===== src/rtl/exc_ctrl.sv =====
// Exception/interrupt sequencer: records cause and EPC in CP0, vectors to the handler and performs eret.
// Optional macro EXC_CTRL_IRQ_EN adds synchronized external interrupts.
module exc_ctrl #(
  parameter logic [31:0] EXC_VECTOR = 32'h0000_0004
) (
  input  logic        clk,
  input  logic        rst,
  input  logic        ena,
  input  logic [31:0] pc,
  input  logic        sys_req,
  input  logic        brk_req,
  input  logic        teq_req,
  input  logic        eret_req,
  input  logic [3:0]  irq,
  input  logic [3:0]  irq_mask,
  input  logic        int_en,
  input  logic [31:0] epc_in,
  output logic        cp0_exc,
  output logic [4:0]  cp0_cause,
  output logic [31:0] cp0_epc,
  output logic        cp0_eret,
  output logic        flush,
  output logic        redirect,
  output logic [31:0] redirect_addr,
  output logic        busy,
  output logic        in_service
);

  typedef enum logic [1:0] {
    IDLE   = 2'd0,
    RECORD = 2'd1,
    VECTOR = 2'd2,
    RETURN = 2'd3
  } state_t;

  localparam logic [4:0] CAUSE_INT  = 5'b00000;
  localparam logic [4:0] CAUSE_SYS  = 5'b01000;
  localparam logic [4:0] CAUSE_BRK  = 5'b01001;
  localparam logic [4:0] CAUSE_TEQ  = 5'b01101;

  state_t      state_r, state_s;
  logic [4:0]  cause_r, cause_s;
  logic [31:0] epc_r, epc_s;
  logic        in_service_r, in_service_s;
  logic        irq_pend_s;

`ifdef EXC_CTRL_IRQ_EN
  logic [3:0] irq_meta_r;
  logic [3:0] irq_sync_r;

  // Two-flop synchronizer for the asynchronous interrupt lines; frozen while stalled.
  always_ff @(posedge clk or posedge rst) begin
    if (rst) begin
      irq_meta_r <= 4'b0000;
      irq_sync_r <= 4'b0000;
    end else if (ena) begin
      irq_meta_r <= irq;
      irq_sync_r <= irq_meta_r;
    end
  end

  assign irq_pend_s = (|(irq_sync_r & irq_mask)) & int_en & ~in_service_r;
`else
  logic unused_irq_s;
  assign unused_irq_s = ^{irq, irq_mask, int_en};
  assign irq_pend_s   = 1'b0;
`endif

  // State, latched cause/EPC and handler-active flag.
  always_ff @(posedge clk or posedge rst) begin
    if (rst) begin
      state_r      <= IDLE;
      cause_r      <= 5'b00000;
      epc_r        <= 32'h0000_0000;
      in_service_r <= 1'b0;
    end else begin
      state_r      <= state_s;
      cause_r      <= cause_s;
      epc_r        <= epc_s;
      in_service_r <= in_service_s;
    end
  end

  // Next-state logic: synchronous exceptions outrank interrupts, which outrank eret.
  always_comb begin
    state_s      = state_r;
    cause_s      = cause_r;
    epc_s        = epc_r;
    in_service_s = in_service_r;
    if (ena) begin
      case (state_r)
        IDLE: begin
          if (brk_req) begin
            cause_s = CAUSE_BRK;
            epc_s   = pc;
            state_s = RECORD;
          end else if (sys_req) begin
            cause_s = CAUSE_SYS;
            epc_s   = pc;
            state_s = RECORD;
          end else if (teq_req) begin
            cause_s = CAUSE_TEQ;
            epc_s   = pc;
            state_s = RECORD;
          end else if (irq_pend_s) begin
            cause_s = CAUSE_INT;
            epc_s   = pc;
            state_s = RECORD;
          end else if (eret_req) begin
            state_s = RETURN;
          end else begin
            state_s = IDLE;
          end
        end
        RECORD: state_s = VECTOR;
        VECTOR: begin
          in_service_s = 1'b1;
          state_s      = IDLE;
        end
        RETURN: begin
          in_service_s = 1'b0;
          state_s      = IDLE;
        end
        default: state_s = IDLE;
      endcase
    end else begin
      state_s = state_r;
    end
  end

  // Output decode from state; strobes are suppressed during a stall.
  always_comb begin
    cp0_exc       = 1'b0;
    cp0_cause     = 5'b00000;
    cp0_epc       = 32'h0000_0000;
    cp0_eret      = 1'b0;
    flush         = 1'b0;
    redirect      = 1'b0;
    redirect_addr = 32'h0000_0000;
    case (state_r)
      IDLE: begin
        flush = 1'b0;
      end
      RECORD: begin
        cp0_exc   = ena;
        cp0_cause = cause_r;
        cp0_epc   = epc_r;
        flush     = ena;
      end
      VECTOR: begin
        redirect      = ena;
        redirect_addr = EXC_VECTOR;
        flush         = ena;
      end
      RETURN: begin
        cp0_eret      = ena;
        redirect      = ena;
        redirect_addr = epc_in;
        flush         = ena;
      end
      default: begin
        flush = 1'b0;
      end
    endcase
  end

  assign busy       = (state_r != IDLE);
  assign in_service = in_service_r;

endmodule


===== config.mk =====
export PLATFORM = sky130hd
export DESIGN_NAME = exc_ctrl
export DESIGN_NICKNAME = d
export VERILOG_FILES = /design/src/rtl/exc_ctrl.sv
export SDC_FILE = /design/constraint.sdc
export NUM_CORES = 1
export LEC_CHECK = 0
export CORE_MARGIN = 2
export CORE_UTILIZATION = 34
export CTS_BUF_LIST = sky130_fd_sc_hd__clkbuf_8 sky130_fd_sc_hd__clkbuf_16
export DETAILED_ROUTE_END_ITERATION = 8
export GPL_TIMING_DRIVEN = 1
export PLACE_DENSITY = 0.79
export SLEW_MARGIN = 30
export SYNTH_ARGS = -nofsm -noshare
export SYNTH_HDL_FRONTEND = slang
export SYNTH_SLANG_ARGS = --single-unit

===== constraint.sdc =====
create_clock -name clk -period 2.09 [get_ports clk]
set_clock_uncertainty 0.1 [all_clocks]
set_input_delay 0.418 -clock clk [delete_from_list [all_inputs] [get_ports clk]]
set_output_delay 0.418 -clock clk [all_outputs]
set_load 0.05 [all_outputs]

# ---- Word-level counts from Yosys, hierarchy flattened
# Index checks and enable logic that the tools add are counted.
dict set report word_totals {
  regBits 40
  latch_bits 0
  mem_bits_rw 0
  mem_bits_ro 0
  out_inout_bits 75
  mem_count 0
}
dict set report classes {
  add_sub_neg 0
  n_mul 0
  n_div 0
  n_lt_le_gt_ge 0
  n_eq_ne 3
  shifts 0
  mux 19
  bitwise 0
  reduce_logical 8
}
# cell n
set op_table {}
lappend op_table {{$mux 32} 4}
lappend op_table {{$pmux 32 s2} 1}
lappend op_table {{$mux 5} 4}
lappend op_table {{$mux 2} 4}
lappend op_table {{$pmux 2 s3} 1}
lappend op_table {{$eq 2x2->1 const B} 2}
lappend op_table {{$pmux 1 s2} 2}
lappend op_table {{$reduce_bool 2->1} 2}
lappend op_table {{$mux 1} 3}
lappend op_table {{$reduce_and 3->1} 1}
lappend op_table {{$reduce_bool 3->1} 1}
lappend op_table {{$reduce_or 3->1} 1}
lappend op_table {{$eq 2x1->1 const B} 1}
lappend op_table {{$logic_not 2->1} 1}
lappend op_table {{$reduce_and 2->1} 1}
lappend op_table {{$reduce_or 2->1} 1}

# ---- Depth between registers and ports, before layout
dict set report depth {
  ltp_word 5
  depth_mapped 6
  ltp_nobuf 3
}

# ---- Worst setup path after synthesis
# No wires, ideal clock.
dict set report synth_path {
  path_kind {flip-flop to output port}
  startpoint {reg state_r[0]}
  endpoint {out redirect_addr[2]}
  arrival_ps 1759
  required_ps 1572
  slack_ps -187
  path_stages_with_launch 4
  path_cell_list {dfrtp_1 -> buf_6 -> clkbuf_1 -> a21boi_0}
}
dict set report synth_via {
  elab_chain_cells 2
}
# item line_no
set synth_lines {}
lappend synth_lines {{start: declaration} 41} ;# state_t state_r, state_s;
lappend synth_lines {{start signal: assignment} 77} ;# state_r <= state_s;
lappend synth_lines {{$eq 2x2->1} 140} ;# case (state_r)
lappend synth_lines {{$pmux 32 s2 (*)} 140}
lappend synth_lines {{end: declaration} 24} ;# output logic [31:0] redirect_addr,
# Every way passes the cells marked *; elsewhere a longest branch is shown, timed or not.

# ---- Worst setup path in the final report
dict set report layout_path {
  startpoint {reg state_r[1]}
  endpoint {out redirect_addr[2]}
}
# The elaborated chain is that of the path after synthesis.

==> impl_metrics.env <==
export IMPL_clock_latency_ns=0.28
export IMPL_clkSlewWorstSetupHoldPaths_ns=0.08
export IMPL_syn_inst=181
export IMPL_syn_avg_cell_area_um2=11.0
export IMPL_initial_core_util_pct=35.8
export IMPL_multi_input_comb_area_um2=931
export IMPL_cp_max_fo=35
export IMPL_track_usage_pct=19.8
export IMPL_cts_root_buf="clkbuf_8"
export IMPL_gp_congestion=0.719
export IMPL_place_port_buffers=143
export IMPL_hold_path_class="register to register"
export IMPL_antennaDiodeCount=0
export IMPL_peakVddDrop_mv=1.07
export IMPL_maxCapViolations=0
export IMPL_post_place_ws_ns=0.00165
export IMPL_cp_arrival_ns=1.44
export IMPL_critPathKind="register to output pin"
export IMPL_leakagePower_nw=1.92
export IMPL_die_w_um=80.6
export IMPL_seq_area_frac_synth_pct=47.6
export IMPL_hold_buffers=0
export IMPL_first_global_vias=2068
export IMPL_cts_num_sinks=38
export IMPL_p_total_mw=6.63
export IMPL_r2r_start="state_r[1]"
export IMPL_antenna_left=0
export IMPL_fillers=362
export IMPL_die_height_um=80.6
export IMPL_layout_nets=407
export IMPL_finalSetupViolCount=0
export IMPL_core_area_mm2=0.00557
export IMPL_num_io_pins=155
export IMPL_hold_viol=0
export IMPL_critPathRequiredTime_ns=1.57
export IMPL_cts_repair_resized=0
export IMPL_startpoint_type="register"
export IMPL_dieArea_mm2=0.00650
export IMPL_r2r_end="epc_r[16]"
export IMPL_grt_pass1_wl_um=9860
export IMPL_yosysWarnings=0
export IMPL_p_per_area_mw_per_mm2=1530
export IMPL_drive_gt1_share_pct=40.5
export IMPL_first_pass_iters=4
export IMPL_whs_ns=0.366
export IMPL_rsz0062_at_grt="false"
export IMPL_fin_crit_sh_pct=93.8
export IMPL_antenna_found_initial=0
export IMPL_dp_cells=392
export IMPL_crit_start="state_r[1]"
export IMPL_final_min_clock_period_ns=1.96
export IMPL_min_delay_start="cause_r[3]"
export IMPL_worst_slack_ns=0.131
export IMPL_area_growth_syn_to_layout_pct=117
export IMPL_setup_worst_path_end="redirect_addr[2]"
export IMPL_drt_total_wl_um=6210
export IMPL_r2r_slack_ns=0.28
export IMPL_cts_tree="yes"
export IMPL_synthDistinctLibCells=25
export IMPL_drt_first_iter_violations=34
export IMPL_htreeDepth=2
export IMPL_drc=0
export IMPL_postCtsSetupBuffers=0
export IMPL_max_clock_freq_mhz=510
export IMPL_status="complete, no violations"
export IMPL_rows=27
export IMPL_viasPerCell=4.75
export IMPL_reg2reg_depth=4
export IMPL_wl_per_cell_um=15.5
export IMPL_clockBufferDepth=2
export IMPL_ys_seq_elements=38
export IMPL_end_kind="output pin"
export IMPL_via_count=1900
export IMPL_dp_hpwl_um=5030
export IMPL_overflow=0
export IMPL_grt_max_degree=39
export IMPL_maxSlewViolCount=0
export IMPL_syn_cell_area_mm2=0.00200
export IMPL_regArea_um2=951
export IMPL_instances_no_fill=400
export IMPL_numCtsBuffers=5
export IMPL_tns_ns=0
[state kept, by name, summed over array words and instances, names as in the netlist]
signal / cells
cause_r: 3
epc_r: 32
in_service: 1
state_r: 2
[power breakdown]
part	total, mW	leakage (nW)	switching [mW]	internal [mW]
sequential	1.25	0.444	0.156	1.10
clock	0.523	0.0472	0.258	0.265
combinational	4.85	1.43	2.53	2.32
total	6.63	1.92	2.95	3.68
[how the worst min path moves through the flow]
stage                      end  slack (ns)  depth (start not counted)
CTS                 cause_r[3]        0.37                          1
global placement    cause_r[3]        0.35                          1
finish              cause_r[3]        0.37                          1
floorplan           cause_r[3]        0.33                          1
detailed placement  cause_r[3]        0.35                          1
global route        cause_r[3]        0.41                          1
[routing by layer]
layer | track usage (%) | up-vias | share of wire [%]
met5 | 0 | - | 0
met4 | 7.29 | 0 | 2.4
met3 | 7.30 | 12 | 11
met2 | 37.8 | 98 | 54
met1 | 19.2 | 893 | 33
li1 | - | 897 | -
[worst max-delay path, cell delays in order, from the launching register on]
cell and delay [ns]:
dfrtp_1 0.39, buf_4 0.29, a21boi_1 0.30, buf_12 0.17
[cells in the final DEF (no fill, tap or decap), types with 4 or more instances in the layout]
cell,n
clkbuf_8,6
inv_1,5
dfrtp_1,38
nor2_1,4
mux2_2,32
buf_4,12
and3_1,29
clkdlybuf4s50_1,70
buf_12,73
and2_1,37
[cell families after synthesis]
logic type,after synthesis,share of synthesized area [%]
compound gates,7,2.51
buf+inv,22,6.08
flops,38,47.6
mux,32,18.0
other cells,1,0.188
simple gates,81,25.6
[synth_stat cells, drive strengths merged]
| cell | n | area [um^2] |
|---|---|---|
| a32oi | 1 | 8.76 |
| conb | 1 | 3.75 |
| o21ai | 1 | 5.00 |
| buf | 7 | 65.1 |
| a21oi | 2 | 10.0 |
| and3 | 32 | 204 |
| mux2 | 32 | 360 |
| nor2b | 1 | 6.26 |
| o21a | 1 | 7.51 |
| nor3 | 3 | 26.3 |
| nor2 | 4 | 15.0 |
| clkbuf | 10 | 37.5 |
| and2 | 38 | 239 |
| nor3b | 1 | 7.51 |
| a21boi | 1 | 7.51 |
| dfrtp | 38 | 951 |
| a221o | 1 | 11.3 |
| inv | 5 | 18.8 |
| or2 | 2 | 12.5 |
[through the flow]
stage / instance area [um^2] / util (%)
after floorplan: 2000 / -
after global placement: 4240 / 76.1
after detailed placement: 4240 / 76.1
after CTS: 4340 / 77.8
after global routing: 4340 / 77.8
final: 4340 / 77.8
[final cells by class]
type | count | area share, %
Timing Repair Buffer | 155 | 51.9
Sequential cell | 38 | 21.9
Multi-Input combinational cell | 122 | 21.5
Tap cell | 72 | 2.08
Clock buffer | 6 | 1.90
Inverter | 5 | 0.433
Clock inverter | 2 | 0.288
No activity file was read; power rests on OpenSTA's default activity.
